`src/rtl/sha256_pkg.sv`:
```
// Shared types and constants for the SHA-256 message padder.
package sha256_pkg;

    typedef enum logic [1:0] {
        ST_LOAD,
        ST_PAD,
        ST_LEN,
        ST_EMIT
    } state_t;

    localparam int unsigned WORDS_PER_BLK = 16;
    localparam logic [31:0] PAD_WORD      = 32'h8000_0000;

endpackage

```
`src/rtl/sha256_pad_word.sv`:
```
// Masks a big-endian message word to its valid bytes and appends the 0x80 marker byte.
module sha256_pad_word (
    input  logic [31:0] in_data,
    input  logic [2:0]  in_bytes,
    output logic [31:0] out_word
);

    always_comb begin
        out_word = '0;
        for (int unsigned b = 0; b < 4; b++) begin
            if (3'(b) < in_bytes) begin
                out_word[31-8*b -: 8] = in_data[31-8*b -: 8];
            end else if (3'(b) == in_bytes) begin
                out_word[31-8*b -: 8] = 8'h80;
            end
        end
    end

endmodule

```
`src/rtl/sha256_padder.sv`:
```
// Streams 32-bit message words into SHA-256 padded 512-bit blocks with the
// 64-bit message bit length carried in words 14-15 of the final block.
module sha256_padder
    import sha256_pkg::*;
#(
    parameter int unsigned LEN_W = 64
) (
    input  logic         clk,
    input  logic         rst_n,
    input  logic         in_valid,
    output logic         in_ready,
    input  logic [31:0]  in_data,
    input  logic         in_last,
    input  logic [2:0]   in_bytes,
    output logic         blk_valid,
    input  logic         blk_ready,
    output logic [511:0] blk_data,
    output logic         blk_last
);

    state_t             state_q, state_d;
    logic [3:0]         wptr_q, wptr_d;
    logic [LEN_W-1:0]   len_q, len_d;
    logic               pad_pend_q, pad_pend_d;
    logic               pad_phase_q, pad_phase_d;
    logic               blk_last_q, blk_last_d;
    logic [31:0]        blk_buf_q [WORDS_PER_BLK];
    logic [31:0]        blk_buf_d [WORDS_PER_BLK];

    logic [2:0]         eff_bytes;
    logic [31:0]        masked_word;
    logic [63:0]        len_ext;

    // Non-final words always carry four bytes, whatever in_bytes says.
    assign eff_bytes = (in_last && (in_bytes < 3'd4)) ? in_bytes : 3'd4;
    assign len_ext   = 64'(len_q);

    sha256_pad_word u_pad_word (
        .in_data  (in_data),
        .in_bytes (eff_bytes),
        .out_word (masked_word)
    );

    always_comb begin
        state_d     = state_q;
        wptr_d      = wptr_q;
        len_d       = len_q;
        pad_pend_d  = pad_pend_q;
        pad_phase_d = pad_phase_q;
        blk_last_d  = blk_last_q;
        blk_buf_d   = blk_buf_q;

        case (state_q)
            ST_LOAD: begin
                if (in_valid) begin
                    blk_buf_d[wptr_q] = masked_word;
                    len_d             = len_q + LEN_W'({eff_bytes, 3'b000});
                    wptr_d            = wptr_q + 4'd1;
                    if (in_last) begin
                        pad_pend_d  = (eff_bytes == 3'd4);
                        pad_phase_d = 1'b1;
                    end
                    if (wptr_q == 4'd15) begin
                        state_d    = ST_EMIT;
                        blk_last_d = 1'b0;
                    end else if (in_last) begin
                        state_d = ST_PAD;
                    end
                end
            end

            ST_PAD: begin
                // The marker word still owed after a full final word takes priority over the length slot.
                if (!pad_pend_q && (wptr_q == 4'd14)) begin
                    state_d = ST_LEN;
                end else begin
                    blk_buf_d[wptr_q] = pad_pend_q ? PAD_WORD : '0;
                    pad_pend_d        = 1'b0;
                    wptr_d            = wptr_q + 4'd1;
                    if (wptr_q == 4'd15) begin
                        state_d    = ST_EMIT;
                        blk_last_d = 1'b0;
                    end
                end
            end

            ST_LEN: begin
                blk_buf_d[14] = len_ext[63:32];
                blk_buf_d[15] = len_ext[31:0];
                wptr_d        = '0;
                blk_last_d    = 1'b1;
                state_d       = ST_EMIT;
            end

            ST_EMIT: begin
                if (blk_ready) begin
                    if (blk_last_q) begin
                        state_d     = ST_LOAD;
                        len_d       = '0;
                        pad_phase_d = 1'b0;
                        blk_last_d  = 1'b0;
                    end else if (pad_phase_q) begin
                        state_d = ST_PAD;
                    end else begin
                        state_d = ST_LOAD;
                    end
                end
            end

            default: state_d = ST_LOAD;
        endcase
    end

    always_ff @(posedge clk or negedge rst_n) begin
        if (!rst_n) begin
            state_q     <= ST_LOAD;
            wptr_q      <= '0;
            len_q       <= '0;
            pad_pend_q  <= 1'b0;
            pad_phase_q <= 1'b0;
            blk_last_q  <= 1'b0;
            for (int unsigned i = 0; i < WORDS_PER_BLK; i++) begin
                blk_buf_q[i] <= '0;
            end
        end else begin
            state_q     <= state_d;
            wptr_q      <= wptr_d;
            len_q       <= len_d;
            pad_pend_q  <= pad_pend_d;
            pad_phase_q <= pad_phase_d;
            blk_last_q  <= blk_last_d;
            for (int unsigned i = 0; i < WORDS_PER_BLK; i++) begin
                blk_buf_q[i] <= blk_buf_d[i];
            end
        end
    end

    assign in_ready  = (state_q == ST_LOAD);
    assign blk_valid = (state_q == ST_EMIT);
    assign blk_last  = blk_last_q;

    always_comb begin
        for (int unsigned i = 0; i < WORDS_PER_BLK; i++) begin
            blk_data[511-32*i -: 32] = blk_buf_q[i];
        end
    end

endmodule

```
`config.mk`:
```
export PLATFORM = sky130hd
export DESIGN_NAME = sha256_padder
export DESIGN_NICKNAME = d
export VERILOG_FILES = /design/src/rtl/sha256_pkg.sv /design/src/rtl/sha256_pad_word.sv /design/src/rtl/sha256_padder.sv
export SDC_FILE = /design/constraint.sdc
export NUM_CORES = 1
export LEC_CHECK = 0
export ABC_AREA = 1
export BUFFER_PORTS_ARGS = -buffer_cell sky130_fd_sc_hd__buf_2
export CAP_MARGIN = 20
export CORE_AREA = 2 2 216 218
export CTS_CLUSTER_DIAMETER = 50
export DETAILED_ROUTE_END_ITERATION = 8
export DIE_AREA = 0 0 218 220
export PLACE_DENSITY_LB_ADDON = 0.1
export SYNTH_ARGS = -nofsm -noshare
export SYNTH_HDL_FRONTEND = slang
export SYNTH_SLANG_ARGS = --single-unit
```
`constraint.sdc`:
```
create_clock -name clk -period 5.2 [get_ports clk]
set_clock_uncertainty 0.05 [all_clocks]
set_input_delay 0.52 -clock clk [delete_from_list [all_inputs] [get_ports clk]]
set_output_delay 0.52 -clock clk [all_outputs]
set_load 0.01 [all_outputs]
```
## Word level (Yosys, flattened, before mapping)

Index checks and enable logic that the tools add are counted.

- Add/subtract/negate cells: 2
- Magnitude comparators: 7
- Equal/unequal tests: 16
- Muxes and demuxes: 48
- Bitwise operators: 1
- Reductions and logical operators: 16

Operators with widths:

| cell | count |
|---|---|
| $bwmux 512 | 2 |
| $mux 512 | 2 |
| $pmux 448 s2 | 1 |
| $mux 64 | 3 |
| $pmux 64 s3 | 1 |
| $demux 32 s4 | 1 |
| $pmux 64 s2 | 1 |
| $add 64x6->64 | 1 |
| $mux 32 | 2 |
| $mux 8 | 8 |
| $mux 1 | 13 |
| $mux 2 | 6 |
| $pmux 4 s3 | 1 |
| $reduce_and 4->1 | 3 |
| $reduce_and 3->1 | 3 |
| $eq 4x4->1 const B | 2 |
| $mux 4 | 2 |
| $pmux 2 s4 | 1 |
| $eq 2x3->1 const A | 2 |
| $lt 1x3->1 const A | 2 |
| $lt 2x3->1 const A | 2 |
| $ne 2x1->1 const B | 3 |
| $ge 5x5->1 const B | 1 |
| $lt 5x1->1 const B | 1 |
| other kinds (20) | 26 |

- Register bits after elaboration: 585
- Input bits: 40
- Output and inout bits: 515
- Word-level logic and storage cells: 112

## Longest topological paths before layout

- Depth in word-level cells: 9
- Gate-level depth with buffers: 16
- Mapped depth without buffers: 16

## Modules after synthesis

From an unflattened synthesis, not the netlist that was laid out.

- Cell total of the unflattened synthesis: 2,916
- Area, all modules: 25,212.9 µm²

By module, submodules not included:

| module | times used | cells an instance | area an instance (µm²) | sequential area each (µm²) |
|---|---|---|---|---|
| sha256_padder | 1 | 2,847 | 24,876.4 | 14,564.0 |
| sha256_pad_word | 1 | 69 | 336.6 | 0.0 |

## Worst setup path after synthesis

No wires, ideal clock.

- Path type: input port to flip-flop
- Start point: in in_bytes[2]
- End point: reg len_q[62], in the netlist len_ext[62]
- Library setup time: 119 ps
- Arrival: 2,100 ps
- Required time: 5,031 ps
- Slack: 2,931 ps
- Stages: 12
- Path buffers: 1
- Cells stage by stage: inv_1 -> nand2_1 -> buf_2 -> ha_1 -> nand2_1 -> nand3b_1 -> nand2_1 -> nand4_4 -> nor2_1 -> nand3_1 -> nand2_1 -> nor2_1

- Longest elaborated chain between the ends: 6

Ends and longest elaborated chain:

| element | RTL line | text |
|---|---|---|
| start: declaration | sha256_padder.sv:14 | `input logic [2:0] in_bytes,` |
| $lt 3x3->1 | sha256_padder.sv:35 | `assign eff_bytes = (in_last && (in_bytes < 3'd4)) ? in_bytes : 3'd4;` |
| $logic_and 1x1->1 | sha256_padder.sv:35 |  |
| $mux 3 * | sha256_padder.sv:35 |  |
| $add 64x6->64 * | sha256_padder.sv:57 | `len_d = len_q + LEN_W'({eff_bytes, 3'b000});` |
| $mux 64 * | sha256_padder.sv:55 | `if (in_valid) begin` |
| $pmux 64 s2 * | sha256_padder.sv:53 | `case (state_q)` |
| end signal: assignment | sha256_padder.sv:128 | `len_q <= len_d;` |
| end: declaration | sha256_padder.sv:23 | `logic [LEN_W-1:0] len_q, len_d;` |

Every way passes the cells marked *; elsewhere a longest branch is shown, timed or not. The select of a mux whose other input is x is not followed.
A chain may end at the register's enable or synchronous reset.

## Worst setup path after layout

- Start point: reg state_q[1]
- End point: reg blk_buf_q (netlist bit blk_data[436])

- Longest elaborated chain between the ends: 3
- Elaborated cells on any way between the ends: 7
- Those cells by class: eq/ne: 3; mux: 1; reduce/logical: 3

Ends and longest elaborated chain:

| element | RTL line | text |
|---|---|---|
| start: declaration | sha256_padder.sv:21 | `state_t state_q, state_d;` |
| start signal: assignment | sha256_padder.sv:126 | `state_q <= state_d;` |
| $eq 2x1->1 or $logic_not 2->1 (tied branches) | sha256_padder.sv:53 |  |
| $ne 2x2->1 (no source line) or $reduce_bool 2->1 (tied branches) | -- |  |
| $reduce_and 3->1 (no source line) | -- |  |
| end signal: indexed assignment | sha256_padder.sv:133 | `blk_buf_q[i] <= blk_buf_d[i];` |
| end: declaration | sha256_padder.sv:27 | `logic [31:0] blk_buf_q [WORDS_PER_BLK];` |

Several ways; a longest one is shown, not always the timed one.

==> impl_metrics.py <==
metrics = {
    "grt": {
        "grt-ovfl-total": 0,
        "grt_max_degree": 157,
        "grtUsageTotal": 0.3561,
        "grt_pass1_vias": 20065,
        "grt_pass1_wl_mm": 127.6,
        "antenna_found_initial": 0,
    },
    "floorplan": {
        "ios": 555,
        "core_area_sq_um": 45860,
        "dieArea_sq_um": 47960,
        "start_util": 0.5276,
        "die_w_microns": 218,
        "rows": 79,
        "die_h_microns": 220,
    },
    "detailed_routing": {
        "antenna_left": 0,
        "wirelength_mm": 86.79,
        "drc_errors": 0,
        "wl_per_cell_microns": 22.50,
        "first_pass_iters": 5,
        "viasPerCell": 5.609,
        "vias": 21639,
        "drtIter0Drc": 2391,
    },
    "clocking": {
        "root_buffer": "clkbuf_16",
        "cts.sinks": 582,
        "htree_levels": 2,
        "cts_buffers": 57,
        "clockBufferDepth": 3,
        "cts_tree": "done",
        "worstSkewPairLatency_ns": 0.62,
        "path_clk_slew_ns": 0.06,
    },
    "setup_path": {
        "path_delay_family": "compound AO/OA/AOI/OAI gates",
        "arrival_ns": 4.04,
        "required_ns": 5.65,
        "startpoint_type": "register",
        "critical_path.max_stage_delay_ns": 0.84,
        "cp_num_buf_inv": 2,
        "cp_slowest_cell": "nand2_2",
        "path_max_fanout": 62,
        "crit_type": "register to register",
        "crit_path_end_kind": "register",
        "crit_path_cell_trace": "inv_1 > ha_1 > inv_2 > a21oi_4 > nand2_2 > o21ai_0",
    },
    "logic_synthesis": {
        "yosysUniqueCellTypes": 42,
        "syn_nets": 2786,
        "synth-seq-cells": 582,
        "syn-mean-instance-area_sq_um": 8.854,
        "seq_area_frac_synth": 0.6019,
        "yosys_warnings": 0,
        "postSynthCellCount": 2733,
        "synthesis.area_sq_um": 24200,
    },
    "placement": {
        "hpwl_mm": 61.73,
        "finalWeightedCongestion": 1.003,
        "port_buffers": 554,
    },
    "sta": {
        "relSlewSlack": 0.2678,
        "clock.fmax_ghz": 0.2787,
        "rsz0062_at_grt": "false",
        "slew_viol_final": 0,
        "timing.setup.tns_ns": 0,
        "period_share": 0.6899,
        "fin_crit_ns": 3.587,
        "tightestPinTransition_ns": 1.097,
        "holdWs_ns": 0.1766,
        "finalSetupViolCount": 0,
        "hold_viol": 0,
    },
    "finish": {
        "fin_util": 0.6391,
        "fin_nets": 3259,
        "area_delta_synth_final_pct": 21.14,
        "layout-drive-gt1-share": 0.2202,
        "antennaDiodeCount": 0,
        "fillCellCount": 3923,
    },
    "power_and_ir_drop": {
        "p_per_area_nw_per_um2": 615.7,
        "ir_worst_vdd_mv": 0.4059,
        "p_leak_nw": 15.65,
    },
    "worst_hold_path": {
        "hp-class": "input pin to register",
    },
    "outcome": {
        "status": "completed",
    },
    "flow_run": {
        "timing.max_cap.violations": 0,
    },
}
-- sequential cells by signal (all words and copies together) (netlist names) --
register	flops
len_ext	61
blk_data	512
pad_pend_q	1
state_q	2
wptr_q	4
blk_last	1
pad_phase_q	1
-- placed cells by master (no fill, tap or decap), types with 6 or more instances in the layout --
master / count
a21oi_1: 36
nand4_1: 28
nand2_2: 9
nor2_1: 164
buf_4: 8
clkbuf_1: 10
inv_2: 6
o21ai_1: 15
nor3_1: 23
ha_1: 13
bufinv_16: 7
clkinv_2: 10
buf_2: 553
nand2_1: 806
dfrtp_1: 582
o22ai_1: 51
clkbuf_16: 57
clkbuf_8: 13
inv_1: 204
nand3_1: 75
o21ai_0: 510
nand2_4: 9
-- power by group --
group          switching [W]  leakage [nW]  internal, W
combinational        0.00456          6.89      0.00202
sequential          0.000964          7.78      0.00610
clock                0.00183         0.979      0.00256
total                0.00736          15.6       0.0107
-- cells in the mapped netlist --
| cell type | instances | share of area |
|---|---|---|
| a21boi_0 | 1 | 0.00031 |
| a21oi_1 | 38 | 0.0079 |
| a21oi_2 | 1 | 0.00036 |
| a21oi_4 | 1 | 0.00067 |
| a22oi_1 | 1 | 0.00031 |
| and2_0 | 1 | 0.00026 |
| and2_1 | 1 | 0.00026 |
| buf_1 | 5 | 0.00078 |
| buf_2 | 66 | 0.014 |
| buf_4 | 3 | 0.00093 |
| buf_6 | 1 | 0.00047 |
| clkbuf_1 | 66 | 0.010 |
| clkbuf_2 | 18 | 0.0037 |
| dfrtp_1 | 582 | 0.60 |
| ha_1 | 13 | 0.0067 |
| inv_1 | 205 | 0.032 |
| inv_2 | 5 | 0.00078 |
| nand2_1 | 812 | 0.13 |
| nand2_2 | 3 | 0.00078 |
| nand2_4 | 9 | 0.0042 |
| nand3_1 | 75 | 0.016 |
| nand3_2 | 2 | 0.00083 |
| nand3b_1 | 2 | 0.00062 |
| nand4_1 | 28 | 0.0072 |
| nand4_2 | 1 | 0.00052 |
| nand4_4 | 2 | 0.0018 |
| nor2_1 | 164 | 0.025 |
| nor2_2 | 4 | 0.0010 |
| nor2_4 | 5 | 0.0023 |
| nor3_1 | 23 | 0.0048 |
| nor3_2 | 3 | 0.0012 |
| nor3_4 | 1 | 0.00067 |
| nor3b_1 | 1 | 0.00031 |
| nor4_1 | 5 | 0.0013 |
| o2111ai_1 | 1 | 0.00036 |
| o211ai_1 | 2 | 0.00062 |
| o21a_1 | 2 | 0.00062 |
| o21ai_0 | 511 | 0.11 |
| o21ai_1 | 14 | 0.0029 |
| o22ai_1 | 51 | 0.013 |
| or2_2 | 3 | 0.00078 |
| or2_4 | 1 | 0.00036 |
-- path summary, 6_finish.rpt --
path	from	to	slack [ns]	cells after the start
max reg2reg	state_q[1]	blk_data[436]	1.61	6
max in group asynchronous	rst_n	blk_data[335]	3.33	3
min in group asynchronous	rst_n	blk_data[32]	0.42	2
min reg2reg	blk_data[162]	blk_data[162]	0.43	2
max	state_q[1]	blk_data[436]	1.61	6
min	in_valid	len_ext[5]	0.18	3
-- worst min-delay path, cell delays in order --
cell and delay [ns]:
buf_2 0.11, o2111ai_1 0.09, o22ai_1 0.07
-- cell families (layout without fill, tap and decap cells) --
family	Yosys count	in the layout	share of synthesized area
DFF	582	582	0.6019
adders and majority gates	13	13	0.006722
AOI/OAI and AO/OA	623	623	0.1329
and+or+nand+nor	1146	1146	0.1961
buffers and inverters	369	887	0.06236
-- cell type report --
| type | instances | area (sq um) | share of cell area |
|---|---|---|---|
| Sequential cell | 582 | 14560 | 0.4968 |
| Multi-Input combinational cell | 1782 | 8147 | 0.2779 |
| Timing Repair Buffer | 573 | 3062 | 0.1044 |
| Clock buffer | 80 | 1643 | 0.05604 |
| Inverter | 210 | 788.3 | 0.02689 |
| Tap cell | 607 | 759.5 | 0.02591 |
| Clock inverter | 24 | 350.3 | 0.01195 |
-- what timing repair did --
| item | CTS | global route |
|---|---|---|
| resized for setup | 0 | 0 |
| hold buffers | 1 | 0 |
| setup buffers | 0 | 0 |
| hold endpoints to repair | 80 | 0 |
-- layer usage --
layer | part of all wire | global-route usage | wire length [microns] | vias to the layer above
li1 | - | - | - | 9795
met1 | 0.40 | 0.4803 | 35070 | 10620
met2 | 0.46 | 0.5596 | 40180 | 1061
met3 | 0.090 | 0.08337 | 7848 | 163
met4 | 0.043 | 0.1433 | 3697 | 0
met5 | 0 | 0 | 0 | -
-- stage by stage --
stage,cells,setup WS [ns],total power (W),cell area (sq um)
6_report,3858,1.613,0.01805,29310
5_1_grt,3858,1.374,0.01903,29310
4_1_cts,3854,1.643,0.01796,29210
3_5_place_dp,3749,1.654,0.01356,27210
3_3_place_gp,3746,1.845,0.01335,27170
2_1_floorplan,2733,2.931,0.01041,24200
Note: power is estimated with default switching activity, not from simulation.
